`config.mk`:
```
export PLATFORM = sky130hd
export DESIGN_NAME = mem_arb2
export DESIGN_NICKNAME = d
export VERILOG_FILES = /design/src/rtl/mem_arb_pkg.sv /design/src/rtl/resp_id_fifo.sv /design/src/rtl/mem_arb2.sv
export SDC_FILE = /design/constraint.sdc
export NUM_CORES = 1
export LEC_CHECK = 0
export ABC_AREA = 1
export CAP_MARGIN = 40
export CORE_AREA = 4 4 119 121
export DETAILED_ROUTE_END_ITERATION = 16
export DIE_AREA = 0 0 123 125
export HOLD_SLACK_MARGIN = 0.12
export PLACE_DENSITY = 0.68
export SLEW_MARGIN = 40
export SYNTH_ARGS = -nofsm -noshare
export SYNTH_HDL_FRONTEND = slang
export SYNTH_SLANG_ARGS = --single-unit
```
`constraint.sdc`:
```
create_clock -name clk_i -period 6.6 [get_ports clk_i]
set_input_delay 0.99 -clock clk_i [delete_from_list [all_inputs] [get_ports clk_i]]
set_output_delay 0.99 -clock clk_i [all_outputs]
set_load 0.1 [all_outputs]
```
`src/rtl/mem_arb_pkg.sv`:
```
// Shared constants and types for the two-master split-transaction arbiter.
package mem_arb_pkg;

   localparam int NUM_MASTERS = 2;
   // Widest address the shared request struct can carry; ADDR_W must not exceed it.
   localparam int MAX_ADDR_W  = 64;

   typedef logic master_id_t;

   typedef struct packed {
      logic                  we;
      logic [MAX_ADDR_W-1:0] addr;
      logic [3:0]            be;
      logic [31:0]           wdata;
   } bus_req_t;

   function automatic master_id_t other_master(input master_id_t id);
      return ~id;
   endfunction

endpackage

```
`src/rtl/resp_id_fifo.sv`:
```
// Circular buffer of master IDs for reads that have been issued but not yet answered.
module resp_id_fifo
   import mem_arb_pkg::*;
#(
   parameter int DEPTH = 4
) (
   input  logic                     clk_i,
   input  logic                     rst_i,
   input  logic                     push_i,
   input  master_id_t               push_id_i,
   input  logic                     pop_i,
   output master_id_t               head_o,
   output logic                     full_o,
   output logic                     empty_o,
   output logic [$clog2(DEPTH):0]   count_o
);

   localparam int PTR_W = $clog2(DEPTH);

   master_id_t       mem_q [DEPTH];
   logic [PTR_W-1:0] wr_ptr_q, wr_ptr_d;
   logic [PTR_W-1:0] rd_ptr_q, rd_ptr_d;
   logic [PTR_W:0]   count_q, count_d;
   logic             do_push, do_pop;

   assign full_o  = (count_q == (PTR_W+1)'(DEPTH));
   assign empty_o = (count_q == '0);
   assign count_o = count_q;
   assign head_o  = mem_q[rd_ptr_q];

   assign do_push = push_i & ~full_o;
   assign do_pop  = pop_i & ~empty_o;

   always_comb begin
      wr_ptr_d = wr_ptr_q;
      rd_ptr_d = rd_ptr_q;
      count_d  = count_q;
      if (do_push) wr_ptr_d = wr_ptr_q + 1'b1;
      if (do_pop)  rd_ptr_d = rd_ptr_q + 1'b1;
      case ({do_push, do_pop})
         2'b10:   count_d = count_q + 1'b1;
         2'b01:   count_d = count_q - 1'b1;
         default: count_d = count_q;
      endcase
   end

   always_ff @(posedge clk_i) begin
      if (rst_i) begin
         wr_ptr_q <= '0;
         rd_ptr_q <= '0;
         count_q  <= '0;
      end else begin
         wr_ptr_q <= wr_ptr_d;
         rd_ptr_q <= rd_ptr_d;
         count_q  <= count_d;
      end
   end

   // NOTE: storage is deliberately not reset; an entry is only read once count says it was written.
   always_ff @(posedge clk_i) begin
      if (do_push) mem_q[wr_ptr_q] <= push_id_i;
   end

endmodule

```
`src/rtl/mem_arb2.sv`:
```
// Round-robin arbiter of two masters onto one split-transaction slave, routing in-order read responses back.
module mem_arb2
   import mem_arb_pkg::*;
#(
   parameter int RESP_FIFO_DEPTH = 4,
   parameter int ADDR_W          = 32
) (
   input  logic                   clk_i,
   input  logic                   rst_i,
   input  logic [1:0]             m_req_i,
   input  logic [1:0]             m_we_i,
   input  logic [1:0][ADDR_W-1:0] m_addr_bi,
   input  logic [1:0][3:0]        m_be_bi,
   input  logic [1:0][31:0]       m_wdata_bi,
   output logic [1:0]             m_ack_o,
   output logic [1:0]             m_resp_o,
   output logic [1:0][31:0]       m_rdata_bo,
   output logic                   s_req_o,
   output logic                   s_we_o,
   output logic [ADDR_W-1:0]      s_addr_bo,
   output logic [3:0]             s_be_bo,
   output logic [31:0]            s_wdata_bo,
   input  logic                   s_ack_i,
   input  logic                   s_resp_i,
   input  logic [31:0]            s_rdata_bi,
   output logic                   err_o
);

   localparam int CNT_W = $clog2(RESP_FIFO_DEPTH) + 1;

   master_id_t       rr_q, rr_d;
   master_id_t       gnt_id, head_id;
   logic [1:0]       eligible;
   logic             gnt_valid, accept, push, pop;
   logic             fifo_full, fifo_empty;
   logic [CNT_W-1:0] fifo_count;
   logic             err_q, err_d;
   bus_req_t         s_bus;
   logic             unused_bits;

   // A read cannot be granted while its ID would have nowhere to go; writes are never blocked.
   assign eligible = m_req_i
                   & (m_we_i | {NUM_MASTERS{~fifo_full}})
                   & {NUM_MASTERS{~rst_i}};

   always_comb begin
      gnt_valid = |eligible;
      gnt_id    = rr_q;
      if (!eligible[rr_q]) gnt_id = other_master(rr_q);
   end

   always_comb begin
      s_bus = '0;
      if (gnt_valid) begin
         s_bus.we    = m_we_i[gnt_id];
         s_bus.addr  = MAX_ADDR_W'(m_addr_bi[gnt_id]);
         s_bus.be    = m_be_bi[gnt_id];
         s_bus.wdata = m_wdata_bi[gnt_id];
      end
   end

   assign s_req_o    = gnt_valid;
   assign s_we_o     = s_bus.we;
   assign s_addr_bo  = s_bus.addr[ADDR_W-1:0];
   assign s_be_bo    = s_bus.be;
   assign s_wdata_bo = s_bus.wdata;
   assign unused_bits = ^{s_bus.addr, fifo_count};

   assign accept = gnt_valid & s_ack_i;
   assign push   = accept & ~s_bus.we;
   assign pop    = s_resp_i & ~fifo_empty & ~rst_i;

   always_comb begin
      m_ack_o = '0;
      if (accept) m_ack_o[gnt_id] = 1'b1;
   end

   always_comb begin
      m_resp_o   = '0;
      m_rdata_bo = '0;
      if (pop) begin
         m_resp_o[head_id]   = 1'b1;
         m_rdata_bo[head_id] = s_rdata_bi;
      end
   end

   assign rr_d  = accept ? other_master(gnt_id) : rr_q;
   assign err_d = err_q | (s_resp_i & fifo_empty);
   assign err_o = err_q;

   // NOTE: state registers use non-blocking assignments so every flop samples pre-edge values.
   always_ff @(posedge clk_i) begin
      if (rst_i) begin
         rr_q  <= 1'b0;
         err_q <= 1'b0;
      end else begin
         rr_q  <= rr_d;
         err_q <= err_d;
      end
   end

   resp_id_fifo #(
      .DEPTH (RESP_FIFO_DEPTH)
   ) u_id_fifo (
      .clk_i     (clk_i),
      .rst_i     (rst_i),
      .push_i    (push),
      .push_id_i (gnt_id),
      .pop_i     (pop),
      .head_o    (head_id),
      .full_o    (fifo_full),
      .empty_o   (fifo_empty),
      .count_o   (fifo_count)
   );

endmodule

```
==> results.cfg <==
[min_path]
hold_path_class = reg -> reg
timing.hold.worst_endpoint = u_id_fifo.rd_ptr_q[1]$_SDFFE_PP0P_
whs_path_depth = 2
min-delay-start = u_id_fifo.rd_ptr_q[1]$_SDFFE_PP0P_

[synth]
synth_top_area_share_pct = 36.0
synth_area_leader_cell = nor2_1
synth_top_flop_cell = dfxtp_1
async_flop_share_pct = 0
synth_seq_area_share_pct = 15.4
synth_edf_count = 4
postSynthCellCount = 433
synthTopCellsByArea = nor2_1 (36%), o21ai_0 (17%), dfxtp_1 (10%)
ys_seq_elements = 15
synth.most_common_cell = nor2_1
synth_top_cells_by_count = nor2_1 (212), o21ai_0 (74), inv_1 (53)
yosysWarningCount = 0
synth.avg_cell_area_um2 = 5.10
synth_cell_area_um2 = 2210
ys_types = 23
syn-num-nets = 615

[setup_path]
criticalPathCategory = in -> out
crit_path_max_incr_delay_ns = 0.56
regToRegSetupSlack_ns = 3.81
cell_type_of_the_slowest_stage_on_the_worst_timing_path = inv_4
regToRegEndpoint = u_id_fifo.count_o[2]$_SDFFE_PP0P_
worstSetupEndpointType = output port
setup.worst_path.start_class = primary input
worst_reg2reg_path_length_in_cells = 14
worst-endpoint-arrival_ns = 3.57
crit_path_max_fanout = 74
worstPathCellList = clkdlybuf4s50_1 > nor2_1 > nand2_2 > nand2_2 > nand2_4 > inv_4 > buf_4 > nor2_1 > nor2_1 > buf_4
critPathMostFrequentCell = nor2_1
worstReg2RegStart = u_id_fifo.count_o[1]$_SDFFE_PP0P_
cp_data_required_time_ns = 5.61

[place]
dp.final_hpwl_mm = 10.7
routabilityCongestion = 0.857
numPortBuffers = 314

[status]
outcome = finished clean

[cts]
postCtsSetupRepairBufs = 0
hold_buffers = 0
ctsHtreeMaxLevel = 1
cts_tree = yes
cts_num_sinks = 15
cts_buffers = 3
clock_tree.root_cell = clkbuf_16
clkTransAtPathRegs_ns = 0.05
clock_tree.buffer_depth = 2
worstSkewPairLatency_ns = 0.25
cts_repair_resize_count = 0

[detailed_routing]
route.detailed.wl_per_inst_um = 13.8
drc = 0
firstDrtPassIters = 4
route.antenna.remaining_nets = 0
route.detailed.vias_per_inst = 3.93
drt-total-wl_mm = 12.5
number_of_violations_reported_at_the_end_of_detailed_routing_iteration_0 = 66
detailroute.via_count = 3554

[grt]
grt_first_pass_wirelength_mm = 17.7
grt_start_max_net_pins = 75
antenna_violations_before_repair = 1
overflow = 0
overall_track_demand_over_capacity_in_global_routing_pct = 14.6
vias_in_the_first_global_route = 3278

[power]
total_power_w = 0.000956
leakagePower_nw = 2.51
worst_ir_drop_vdd_uv = 92.2
power.density_nw_per_um2 = 191

[sta]
timing.clock.skew_ns = 0.00398
clock.fmax_mhz = 219
timing.final.crit_share_pct = 69.1
max_slew_headroom_pct = 54.5
setup_total_negative_slack_ns = 0
setup_repair_after_global_routing_missed_its_margin = false
setup_viol = 0
timing.final.hold_violations = 0
post-route-min-period_ns = 4.56
slew_violations = 0
worst_pin_slew_ns = 0.682

[floorplanning]
die_area_um2 = 15400
design.portCount = 315
initial_utilization_pct = 16.9
die_height_um = 125
core.rowCount = 42
die_width_um = 123
core_region_area_um2 = 13100

[final_layout]
finish.net_count = 910
fraction_of_layout_instances_using_a_drive_strength_above_1_pct = 22.1
synthesis_to_finish_area_growth_pct = 126

[run]
cap_violations = 0
stage by stage:
step | setup slack, ns | cell area [µm²] | cells | hold slack (ns) | utilization [%]
2_1_floorplan | 1.77 | 2210 | 433 | 0.436 | -
3_3_place_gp | 1.68 | 5260 | 899 | 0.455 | 40.2
3_5_place_dp | 1.99 | 4910 | 899 | 0.452 | 37.6
4_1_cts | 1.98 | 4990 | 903 | 0.466 | 38.2
5_1_grt | 1.73 | 5000 | 904 | 0.497 | 38.2
6_report | 2.04 | 5000 | 904 | 0.465 | 38.2
final cells by class:
| cell class | instances | area (µm²) |
|---|---|---|
| Tap cell | 176 | 220 |
| Fill cell | 1394 | 8090 |
| Multi-Input combinational cell | 334 | 1500 |
| Inverter | 57 | 216 |
| Clock buffer | 3 | 75.1 |
| Antenna cell | 1 | 2.50 |
| Clock inverter | 1 | 5.00 |
| Timing Repair Buffer | 317 | 2640 |
| Sequential cell | 15 | 340 |
power by group:
part           internal (W)  total [W]  switching [W]
clock network     0.0000809   0.000119      0.0000377
registers          0.000101   0.000105     0.00000462
logic              0.000190   0.000732       0.000542
total              0.000371   0.000956       0.000585
routing by layer:
layer	global-route usage, %	part of all wire [%]	up-vias
li1	-	-	1912
met1	14.2	34	1431
met2	27.9	51	198
met3	5.74	13	13
met4	4.56	2.3	0
met5	0	0	-
worst max path at each step:
stage | cells past startpoint | slack (ns) | endpoint | start
detailed placement | 10 | 1.99 | s_addr_bo[16] | rst_i
CTS | 10 | 1.98 | s_addr_bo[16] | rst_i
floorplan | 8 | 1.77 | m_rdata_bo[33] | rst_i
finish | 10 | 2.04 | s_addr_bo[16] | rst_i
global route | 10 | 1.73 | s_addr_bo[8] | rst_i
global placement | 7 | 1.68 | m_rdata_bo[22] | rst_i
layout by cell type, fill, tap and decap left out, types with 3 or more instances in the layout:
| cell type | count |
|---|---|
| nor2_1 | 212 |
| inv_1 | 53 |
| buf_2 | 70 |
| inv_2 | 3 |
| dfxtp_1 | 11 |
| nand3_2 | 3 |
| a21oi_1 | 10 |
| nand2_1 | 13 |
| o21ai_0 | 74 |
| edfxtp_1 | 4 |
| nand3_1 | 6 |
| clkdlybuf4s50_1 | 175 |
| ha_1 | 5 |
| nand2_2 | 4 |
| clkbuf_16 | 3 |
| buf_4 | 72 |
cells by family after synthesis:
kind of cell / synth area share (%)
adder cells (fa/ha/maj): 3.74
buffers and inverters: 17.0
AND/OR/NAND/NOR: 43.3
AO/OA/AOI/OAI: 20.6
flip-flops: 15.4
critical path, delay by kind of cell:
family | cells | cell delay, ns
buf+inv | 4 | 1.63
simple gates | 6 | 0.87
Note: power is estimated with default switching activity, not from simulation.
